==> src/rtl/pulse_recovery_pkg.sv <==
// Shared types for the pulse recovery block: FSM state type and run-counter sizing.
package pulse_recovery_pkg;

    typedef enum logic [2:0] {
        ST_IDLE    = 3'd0,
        ST_QUALIFY = 3'd1,
        ST_HIGH    = 3'd2,
        ST_STUCK   = 3'd3,
        ST_REARM   = 3'd4
    } state_t;

    // The run counter must reach both the stuck threshold and the re-arm threshold.
    function automatic int run_cnt_width(input int max_high, input int min_low);
        int top;
        top = (max_high > min_low) ? max_high : min_low;
        return $clog2(top + 1);
    endfunction

endpackage

==> src/rtl/pulse_recovery_bit_synchronizer.sv <==
// N-flop synchroniser for a single asynchronous bit; output is the last stage.
module bit_synchronizer #(
    parameter int STAGES = 2
) (
    input  logic clk,
    input  logic rst_n,
    input  logic d,
    output logic q
);

    logic [STAGES-1:0] sync_p0;

    always_ff @(posedge clk or negedge rst_n) begin
        if (!rst_n) begin
            sync_p0 <= '0;
        end else begin
            sync_p0 <= {sync_p0[STAGES-2:0], d};
        end
    end

    assign q = sync_p0[STAGES-1];

endmodule

==> src/rtl/pulse_recovery.sv <==
// Recovers one single-cycle event per qualified high run of a stretched input,
// flagging short runs as glitches and over-long runs as stuck.
module pulse_recovery
    import pulse_recovery_pkg::*;
#(
    parameter int SYNC_STAGES = 2,
    parameter int MIN_HIGH    = 4,
    parameter int MAX_HIGH    = 12,
    parameter int MIN_LOW     = 2,
    parameter int PCNT_WIDTH  = 8
) (
    input  logic                  clk,
    input  logic                  rst_n,
    input  logic                  signal_in,
    output logic                  pulse,
    output logic                  glitch,
    output logic                  stuck_err,
    output logic                  busy,
    output logic [PCNT_WIDTH-1:0] pulse_count
);

    localparam int CNT_W = run_cnt_width(MAX_HIGH, MIN_LOW);
    localparam logic [CNT_W-1:0] CNT_ONE    = CNT_W'(1);
    localparam logic [CNT_W-1:0] CNT_MAX    = '1;
    localparam logic [CNT_W-1:0] MIN_HIGH_C = CNT_W'(MIN_HIGH);
    localparam logic [CNT_W-1:0] MAX_HIGH_C = CNT_W'(MAX_HIGH);
    localparam logic [CNT_W-1:0] MIN_LOW_C  = CNT_W'(MIN_LOW);
    localparam logic [PCNT_WIDTH-1:0] PCNT_ONE = PCNT_WIDTH'(1);
    localparam bit   MIN_HIGH_ONE = (MIN_HIGH == 1);
    localparam bit   MIN_LOW_ONE  = (MIN_LOW == 1);

    if (MIN_HIGH < 1 || MIN_HIGH >= MAX_HIGH || MIN_LOW < 1 || SYNC_STAGES < 2) begin : g_bad_params
        $error("pulse_recovery: illegal parameter combination");
    end

    logic             sig_p0;
    state_t           state_p1, state_nxt;
    logic [CNT_W-1:0] cnt_p1, cnt_nxt, cnt_inc;
    logic             pulse_nxt, glitch_nxt, stuck_nxt;

    // Stage 0: bring signal_in into the clk domain
    bit_synchronizer #(.STAGES(SYNC_STAGES)) u_sync (
        .clk   (clk),
        .rst_n (rst_n),
        .d     (signal_in),
        .q     (sig_p0)
    );

    // Stage 1: run qualification on the synchronised level
    assign cnt_inc = (cnt_p1 == CNT_MAX) ? cnt_p1 : cnt_p1 + CNT_ONE;

    always_comb begin
        state_nxt  = state_p1;
        cnt_nxt    = cnt_p1;
        pulse_nxt  = 1'b0;
        glitch_nxt = 1'b0;
        stuck_nxt  = 1'b0;
        case (state_p1)
            ST_IDLE: begin
                if (sig_p0) begin
                    cnt_nxt = CNT_ONE;
                    if (MIN_HIGH_ONE) begin
                        state_nxt = ST_HIGH;
                        pulse_nxt = 1'b1;
                    end else begin
                        state_nxt = ST_QUALIFY;
                    end
                end
            end
            ST_QUALIFY: begin
                if (!sig_p0) begin
                    state_nxt  = ST_IDLE;
                    glitch_nxt = 1'b1;
                end else begin
                    cnt_nxt = cnt_inc;
                    if (cnt_inc == MIN_HIGH_C) begin
                        state_nxt = ST_HIGH;
                        pulse_nxt = 1'b1;
                    end
                end
            end
            ST_HIGH, ST_STUCK: begin
                if (!sig_p0) begin
                    cnt_nxt   = CNT_ONE;
                    state_nxt = MIN_LOW_ONE ? ST_IDLE : ST_REARM;
                end else if (state_p1 == ST_HIGH) begin
                    cnt_nxt = cnt_inc;
                    if (cnt_inc == MAX_HIGH_C) begin
                        state_nxt = ST_STUCK;
                        stuck_nxt = 1'b1;
                    end
                end
            end
            ST_REARM: begin
                if (sig_p0) begin
                    // a bounce re-enters the accepted run without a new event
                    state_nxt = ST_HIGH;
                    cnt_nxt   = CNT_ONE;
                end else begin
                    cnt_nxt = cnt_inc;
                    if (cnt_inc == MIN_LOW_C) begin
                        state_nxt = ST_IDLE;
                    end
                end
            end
            default: begin
                state_nxt = ST_IDLE;
                cnt_nxt   = '0;
            end
        endcase
    end

    // Stage 2: registered state and outputs
    always_ff @(posedge clk or negedge rst_n) begin
        if (!rst_n) begin
            state_p1    <= ST_IDLE;
            cnt_p1      <= '0;
            pulse       <= 1'b0;
            glitch      <= 1'b0;
            stuck_err   <= 1'b0;
            busy        <= 1'b0;
            pulse_count <= '0;
        end else begin
            state_p1  <= state_nxt;
            cnt_p1    <= cnt_nxt;
            pulse     <= pulse_nxt;
            glitch    <= glitch_nxt;
            stuck_err <= stuck_nxt;
            busy      <= (state_nxt != ST_IDLE);
            if (pulse_nxt) begin
                pulse_count <= pulse_count + PCNT_ONE;
            end
        end
    end

endmodule
==> config.mk <==
export PLATFORM = sky130hd
export DESIGN_NAME = pulse_recovery
export DESIGN_NICKNAME = d
export VERILOG_FILES = /design/src/rtl/pulse_recovery_pkg.sv /design/src/rtl/pulse_recovery_bit_synchronizer.sv /design/src/rtl/pulse_recovery.sv
export SDC_FILE = /design/constraint.sdc
export NUM_CORES = 1
export LEC_CHECK = 0
export BUFFER_PORTS_ARGS = -buffer_cell sky130_fd_sc_hd__clkbuf_2
export CORE_MARGIN = 5
export CORE_UTILIZATION = 48
export DETAILED_ROUTE_END_ITERATION = 10
export GPL_TIMING_DRIVEN = 0
export PLACE_DENSITY = 0.67
export SLEW_MARGIN = 20
export SYNTH_ARGS = -nofsm -noshare
export SYNTH_HDL_FRONTEND = slang
export SYNTH_SLANG_ARGS = --single-unit
==> constraint.sdc <==
create_clock -name clk -period 5.3 [get_ports clk]
set_input_delay 1.06 -clock clk [delete_from_list [all_inputs] [get_ports clk]]
set_output_delay 1.06 -clock clk [all_outputs]
set_load 0.1 [all_outputs]
==> results of run 1 <==
## cells in the final DEF (no fill, tap or decap), types with 2 or more instances in the layout
cell type  synthesis  final
clkbuf_1           5      5
a211oi_1           2      2
o22ai_1            2      2
xnor2_1            2      2
o21ai_0            2      2
nand2_1            3      3
dfrtp_1           21     21
o2bb2ai_1          2      2
nor4_2             2      2
clkbuf_2           0     14
a21oi_1            7      7
nor3b_1            2      2
nor2_1             9      9
nand3b_1           2      2
nand3_1            7      7
xor2_1             7      7
clkbuf_4           0      3
buf_6              3      3
nor3_1             6      6
nand2b_1           3      3
ha_1               2      2
inv_1              4      4
## power breakdown
part / internal (mW) / switching [mW] / leakage [nW] / total (mW)
registers: 0.185 / 0.0233 / 0.277 / 0.208
logic: 0.100 / 0.205 / 0.339 / 0.305
clock network: 0.0282 / 0.0509 / 0.0177 / 0.0791
total: 0.313 / 0.279 / 0.633 / 0.592
## worst paths after layout
| path | cells past startpoint | to | from |
|---|---|---|---|
| setup / recovery | 1 | pulse_count[3] | pulse_count[3] |
| hold / removal | 0 | u_sync.sync_p0[1] | u_sync.sync_p0[0] |
| setup reg to reg | 6 | pulse_count[1] | cnt_p1[1] |
| hold reg to reg | 0 | u_sync.sync_p0[1] | u_sync.sync_p0[0] |
| max in group asynchronous | 1 | pulse_count[2] | rst_n |
| min in group asynchronous | 1 | busy | rst_n |
## cell type report
| type | instances | area, sq um | share of cell area, % |
|---|---|---|---|
| buffer | 9 | 57.6 | 4.25 |
| inverter | 4 | 15.0 | 1.11 |
| multi-input combinational | 85 | 621 | 45.8 |
| tap | 30 | 37.5 | 2.77 |
| sequential | 21 | 526 | 38.8 |
| clock inverter | 1 | 5.00 | 0.370 |
| timing repair buffer | 14 | 70.1 | 5.18 |
| clock buffer | 3 | 22.5 | 1.66 |
## sequential cells by signal, summed over array words and instances, names as in the netlist
| register | count |
|---|---|
| glitch | 1 |
| stuck_err | 1 |
| state_p1 | 3 |
| busy | 1 |
| cnt_p1 | 4 |
| u_sync.sync_p0 | 2 |
| pulse | 1 |
| pulse_count | 8 |
## logic make-up after synthesis
logic type	count (synthesis)	synth area share, %
AOI/OAI and AO/OA	27	16.5
xor gates and xnor gates	9	6.47
adders and majority gates	2	2.05
buffers and inverters	13	5.95
DFF	21	43.1
muxes	1	0.924
and+or+nand+nor	46	24.9
## per-layer routing
layer  GRT usage (%)  wire length, um
met1            22.5             1160
met2            21.6             1100
met3            2.77               74
met4            5.70               38
met5               0                0
==> flow_metrics.py, run 1 <==
metrics = {
    "outcome": {
        "status": "finished, final reports clean",
    },
    "floorplan": {
        "coreArea_sq_mm": 0.00245,
        "fp-row-count": 18,
        "dieArea_sq_mm": 0.00365,
        "die_x_um": 60.4,
        "die_h_um": 60.4,
        "io_pins": 15,
        "start_util_pct": 49.6,
    },
    "routing": {
        "final_antenna_net_count": 0,
        "firstDrtPassIters": 4,
        "vias_per_cell": 5.69,
        "totalWireLength_um": 2370,
        "drc": 0,
        "wl_per_cell_um": 14.2,
        "drt_iter0_markers": 27,
        "vias": 950,
    },
    "global_route": {
        "grt_pass1_vias": 886,
        "grt_pass1_wl_um": 4140,
        "antenna_found_initial": 0,
        "overflow": 0,
        "grt_max_degree": 22,
        "track_usage_pct": 15.1,
    },
    "synth": {
        "synthesis.nets": 124,
        "synth-async-reset-ratio_pct": 100,
        "synth_top_cell_by_area": "dfrtp_1",
        "synth_area_per_cell_sq_um": 10.2,
        "yosysUniqueCellTypes": 46,
        "synth-main-ff-cell": "dfrtp_1",
        "yosysTopAreaCellShare_pct": 43.1,
        "synth_edf_count": 0,
        "synth_area_leaders": "dfrtp_1 43%, xor2_1 5.0%, a21oi_1 2.9%",
        "synth_most_common_cell": "dfrtp_1",
        "synth_warnings": 0,
        "seq_area_frac_synth_pct": 43.1,
        "netlist_area_sq_mm": 0.00122,
        "ys_seq_elements": 21,
        "synthTopCellsByCount": "21 x dfrtp_1, 9 x nor2_1, 7 x a21oi_1, 7 x nand3_1, 7 x xor2_1",
        "postSynthCellCount": 119,
    },
    "power_and_ir_drop": {
        "p_leak_nw": 0.633,
        "vdd_ir_drop_max_uv": 392,
        "power_mw": 0.592,
        "powerDensity_mw_per_mm2": 437,
    },
    "clocking": {
        "cts_buffer_depth": 2,
        "post_cts_buffers": 0,
        "htreeDepth": 1,
        "clock_sinks": 21,
        "numCtsBuffers": 3,
        "clockRootBuffer": "clkbuf_4",
        "holdBufCountCts": 0,
        "post_cts_resized": 0,
        "clk_latency_ns": 0.31,
        "cts_tree": "yes",
        "path_clk_slew_ns": 0.11,
    },
    "sta": {
        "drv_slew": 0,
        "worstMarginPinSlew_ns": 0.545,
        "finalHoldViolations": 0,
        "fin_crit_ns": 2.32,
        "setup-tns-final_ns": 0,
        "hold_ws_ns": 0.364,
        "max_freq_mhz": 431,
        "fin_ws_ns": 2.98,
        "finalSetupViolCount": 0,
        "finalCritPeriodShare_pct": 43.8,
        "finClkSkew_ns": 0.00837,
        "grt_setup_unrepaired": "false",
        "relSlewSlack_pct": 63.9,
    },
    "worst_setup_path": {
        "crit_required_ns": 4.24,
        "critPathCaptureType": "primary output",
        "rrSetupSlack_ns": 3.03,
        "critPathSlowestCell": "clkbuf_2",
        "cp_top_family": "buffers and inverters",
        "path_cells": "clkbuf_2",
        "cpPeakStageDelay_ns": 0.49,
        "cp_max_fo": 6,
        "worstPathArrival_ns": 1.26,
        "startpoint_type": "register",
        "critPathKind": "register to primary output",
        "crit_buf_inv": 1,
    },
    "worst_hold_path": {
        "min_path_type": "register to register",
    },
    "placed_design": {
        "io_buffers": 14,
        "dpl.hpwl_um": 1770,
        "gp_congestion": 0.827,
        "place_area_sq_mm": 0.00133,
        "place_inst": 163,
        "place_ws_ns": 3.06,
    },
    "final_layout": {
        "drive_gt1_share_pct": 23.4,
        "fin_util_pct": 55.1,
        "fin_area_sq_mm": 0.00135,
        "area_growth_pct": 11.1,
        "fillerInstances": 219,
        "antenna_cells": 0,
        "stdcell_count": 167,
        "fin_nets": 143,
    },
    "run": {
        "drv_cap": 0,
    },
}
(Power assumes the default switching activity.)
==> run 2, diff against run 1 <==
ABC_AREA = 1   (was default)
PLACE_DENSITY = 0.68   (was 0.67)
clock period = 2.3 ns   (was 5.3 ns; I/O delays follow)
==> run 2 against run 1 <==
Routed wire length decreased by 16%. Power is 130% higher. Area after synthesis decreased by 11%. Final area down 10%. Clock-buffer cell count grew 1. Global-route usage down 1.7 points. Largest cell class is now registers. Largest power group unchanged.
==> flow_metrics.py, run 2 <==
metrics = {
    "final_layout": {
        "top_regs": "pulse_count x8, cnt_p1 x4, state_p1 x3",
        "fin_nets": 159,
        "fillerInstances": 206,
        "regMostFlops": "pulse_count",
        "largest_reg_flops": 8,
        "drive_gt1_share_pct": 18.3,
        "layout_commonest_cell": "nand2_1",
        "antenna_cells": 0,
        "register_area_sq_um": 526,
        "fin_util_pct": 55.4,
        "multi_input_area_sq_um": 482,
        "mostFrequentLayoutCells": "40 x nand2_1, 21 x dfrtp_1, 18 x inv_1",
        "area_growth_pct": 12.1,
    },
    "worst_setup_path": {
        "worstPathArrival_ns": 1.98,
        "crit_required_ns": 2.52,
        "cp_top_family": "simple AND/OR/NAND/NOR gates",
        "cp_max_fo": 10,
        "startpoint_type": "register",
        "rr_worst_depth": 9,
        "crit_buf_inv": 0,
        "path_cells": "ha_1 -> nand3_1 -> nand2_1 -> nand2_1 -> nand2_1 -> nor2_4 -> nand2_4 -> nor2_2 -> xor2_1",
        "cpPeakStageDelay_ns": 0.43,
        "critPathCaptureType": "register",
        "worstSetupPathDepth": 9,
        "critPathSlowestCell": "dfrtp_1",
        "critPathKind": "register to register",
        "crit_path_frequent_cell": "nand2_1",
    },
    "synth": {
        "netlist_area_sq_mm": 0.00108,
        "synth-main-ff-cell": "dfrtp_1",
        "synth-async-reset-ratio_pct": 100,
        "synth_top_cell_by_area": "dfrtp_1",
        "synth_area_per_cell_sq_um": 8.02,
        "postSynthCellCount": 135,
        "synth_edf_count": 0,
        "synth_warnings": 0,
        "yosysUniqueCellTypes": 20,
        "synthTopCellsByCount": "40 x nand2_1, 21 x dfrtp_1, 18 x inv_1, 14 x nor2_1, 6 x xor2_1",
        "ys_seq_elements": 21,
        "synth_most_common_cell": "nand2_1",
        "yosysTopAreaCellShare_pct": 48.6,
        "synthesis.nets": 140,
        "seq_area_frac_synth_pct": 48.6,
        "synth_area_leaders": "dfrtp_1 49%, nand2_1 14%, inv_1 6.2%",
    },
    "global_route": {
        "grt_pass1_wl_um": 3510,
        "overflow": 0,
        "antenna_found_initial": 0,
        "grt_pass1_vias": 858,
        "track_usage_pct": 13.3,
        "grt_max_degree": 22,
    },
    "sta": {
        "relSlewSlack_pct": 64.0,
        "finalCritPeriodShare_pct": 76.7,
        "finalSetupViolCount": 0,
        "setup-tns-final_ns": 0,
        "fin_crit_ns": 1.76,
        "finalHoldViolations": 0,
        "fin_ws_ns": 0.535,
        "worstMarginPinSlew_ns": 0.542,
        "grt_setup_unrepaired": "false",
        "drv_slew": 0,
        "finClkSkew_ns": 0.00933,
        "max_freq_mhz": 567,
    },
    "routing": {
        "drc": 0,
        "vias": 894,
        "wl_per_cell_um": 11.0,
        "totalWireLength_um": 1990,
        "final_antenna_net_count": 0,
        "firstDrtPassIters": 4,
        "drt_iter0_markers": 8,
        "vias_per_cell": 4.94,
    },
    "clocking": {
        "cts_tree": "yes",
        "numCtsBuffers": 3,
        "clk_latency_ns": 0.29,
        "clock_sinks": 21,
        "clockRootBuffer": "clkbuf_4",
        "cts_buffer_depth": 2,
        "post_cts_resized": 0,
        "post_cts_buffers": 0,
        "htreeDepth": 1,
        "path_clk_slew_ns": 0.12,
        "holdBufCountCts": 0,
    },
    "placed_design": {
        "place_ws_ns": 0.574,
        "gp_congestion": 0.846,
        "dpl.hpwl_um": 1510,
        "io_buffers": 14,
    },
    "run": {
        "drv_cap": 0,
    },
    "power_and_ir_drop": {
        "powerDensity_mw_per_mm2": 1100,
        "vdd_ir_drop_max_uv": 791,
        "p_leak_nw": 0.680,
    },
    "floorplan": {
        "die_h_um": 57.5,
        "start_util_pct": 49.4,
        "fp-row-count": 17,
        "die_x_um": 57.5,
        "dieArea_sq_mm": 0.00330,
        "coreArea_sq_mm": 0.00219,
        "io_pins": 15,
    },
    "worst_hold_path": {
        "min_path_type": "input port to async pin",
    },
    "outcome": {
        "status": "finished, final reports clean",
    },
}
## run 2: cells by family (layout without fill, tap and decap cells)
kind of cell               Yosys count  after routing  share of synthesized area [%]
and+or+nand+nor                     73             73                           29.8
DFF                                 21             21                           48.6
buffers and inverters               20             38                           6.94
AOI/OAI and AO/OA                   12             12                           6.71
xor gates and xnor gates             7              7                           5.66
adders and majority gates            2              2                           2.31
## run 2: stage by stage
| stage | area, sq um | hold WS (ns) | power (mW) | std cells |
|---|---|---|---|---|
| 6_report | 1210 | 0.107 | 1.34 | 181 |
| 5_1_grt | 1210 | 0.150 | 1.45 | 181 |
| 4_1_cts | 1210 | 0.123 | 1.35 | 181 |
| 3_5_place_dp | 1190 | 0.336 | 1.18 | 177 |
| 3_3_place_gp | 1190 | 0.337 | 1.16 | 177 |
| 2_1_floorplan | 1080 | 0.164 | 1.06 | 135 |
## run 2: worst reg2reg max path, cell delays in order, from the launching register on
cell	delay [ns]
dfrtp_1	0.43
ha_1	0.29
nand3_1	0.13
nand2_1	0.06
nand2_1	0.12
nand2_1	0.14
nor2_4	0.15
nand2_4	0.11
nor2_2	0.12
xor2_1	0.15
## run 2: final timing paths
check                                   from                 to  slack [ns]
setup / recovery                   cnt_p1[0]     pulse_count[2]        0.54
hold / removal                         rst_n        state_p1[0]        0.11
setup reg to reg                   cnt_p1[0]     pulse_count[2]        0.54
hold reg to reg            u_sync.sync_p0[0]  u_sync.sync_p0[1]        0.36
max in group asynchronous              rst_n     pulse_count[1]        1.84
min in group clk                   signal_in  u_sync.sync_p0[0]        0.27
## run 2: final cells by class
| type | instances | share of cell area (%) |
|---|---|---|
| clock buffers | 4 | 2.16 |
| repair buffers | 14 | 5.77 |
| flip-flops and latches | 21 | 43.3 |
| multi-input cells | 94 | 39.7 |
| well taps | 28 | 2.89 |
| inverters | 20 | 6.19 |
## run 2: report_power, final
| part | internal [mW] | total, mW | switching, mW |
|---|---|---|---|
| clock network | 0.0674 | 0.172 | 0.104 |
| logic | 0.149 | 0.664 | 0.515 |
| registers | 0.441 | 0.504 | 0.0636 |
## run 2: metal layers
| layer | wire, um | vias to the layer above | track usage, % |
|---|---|---|---|
| met4 | 11 | 0 | 5.63 |
| li1 | - | 459 | - |
| met3 | 99 | 2 | 2.71 |
| met1 | 881 | 410 | 16.3 |
| met2 | 1000 | 23 | 22.6 |
| met5 | 0 | - | 0 |
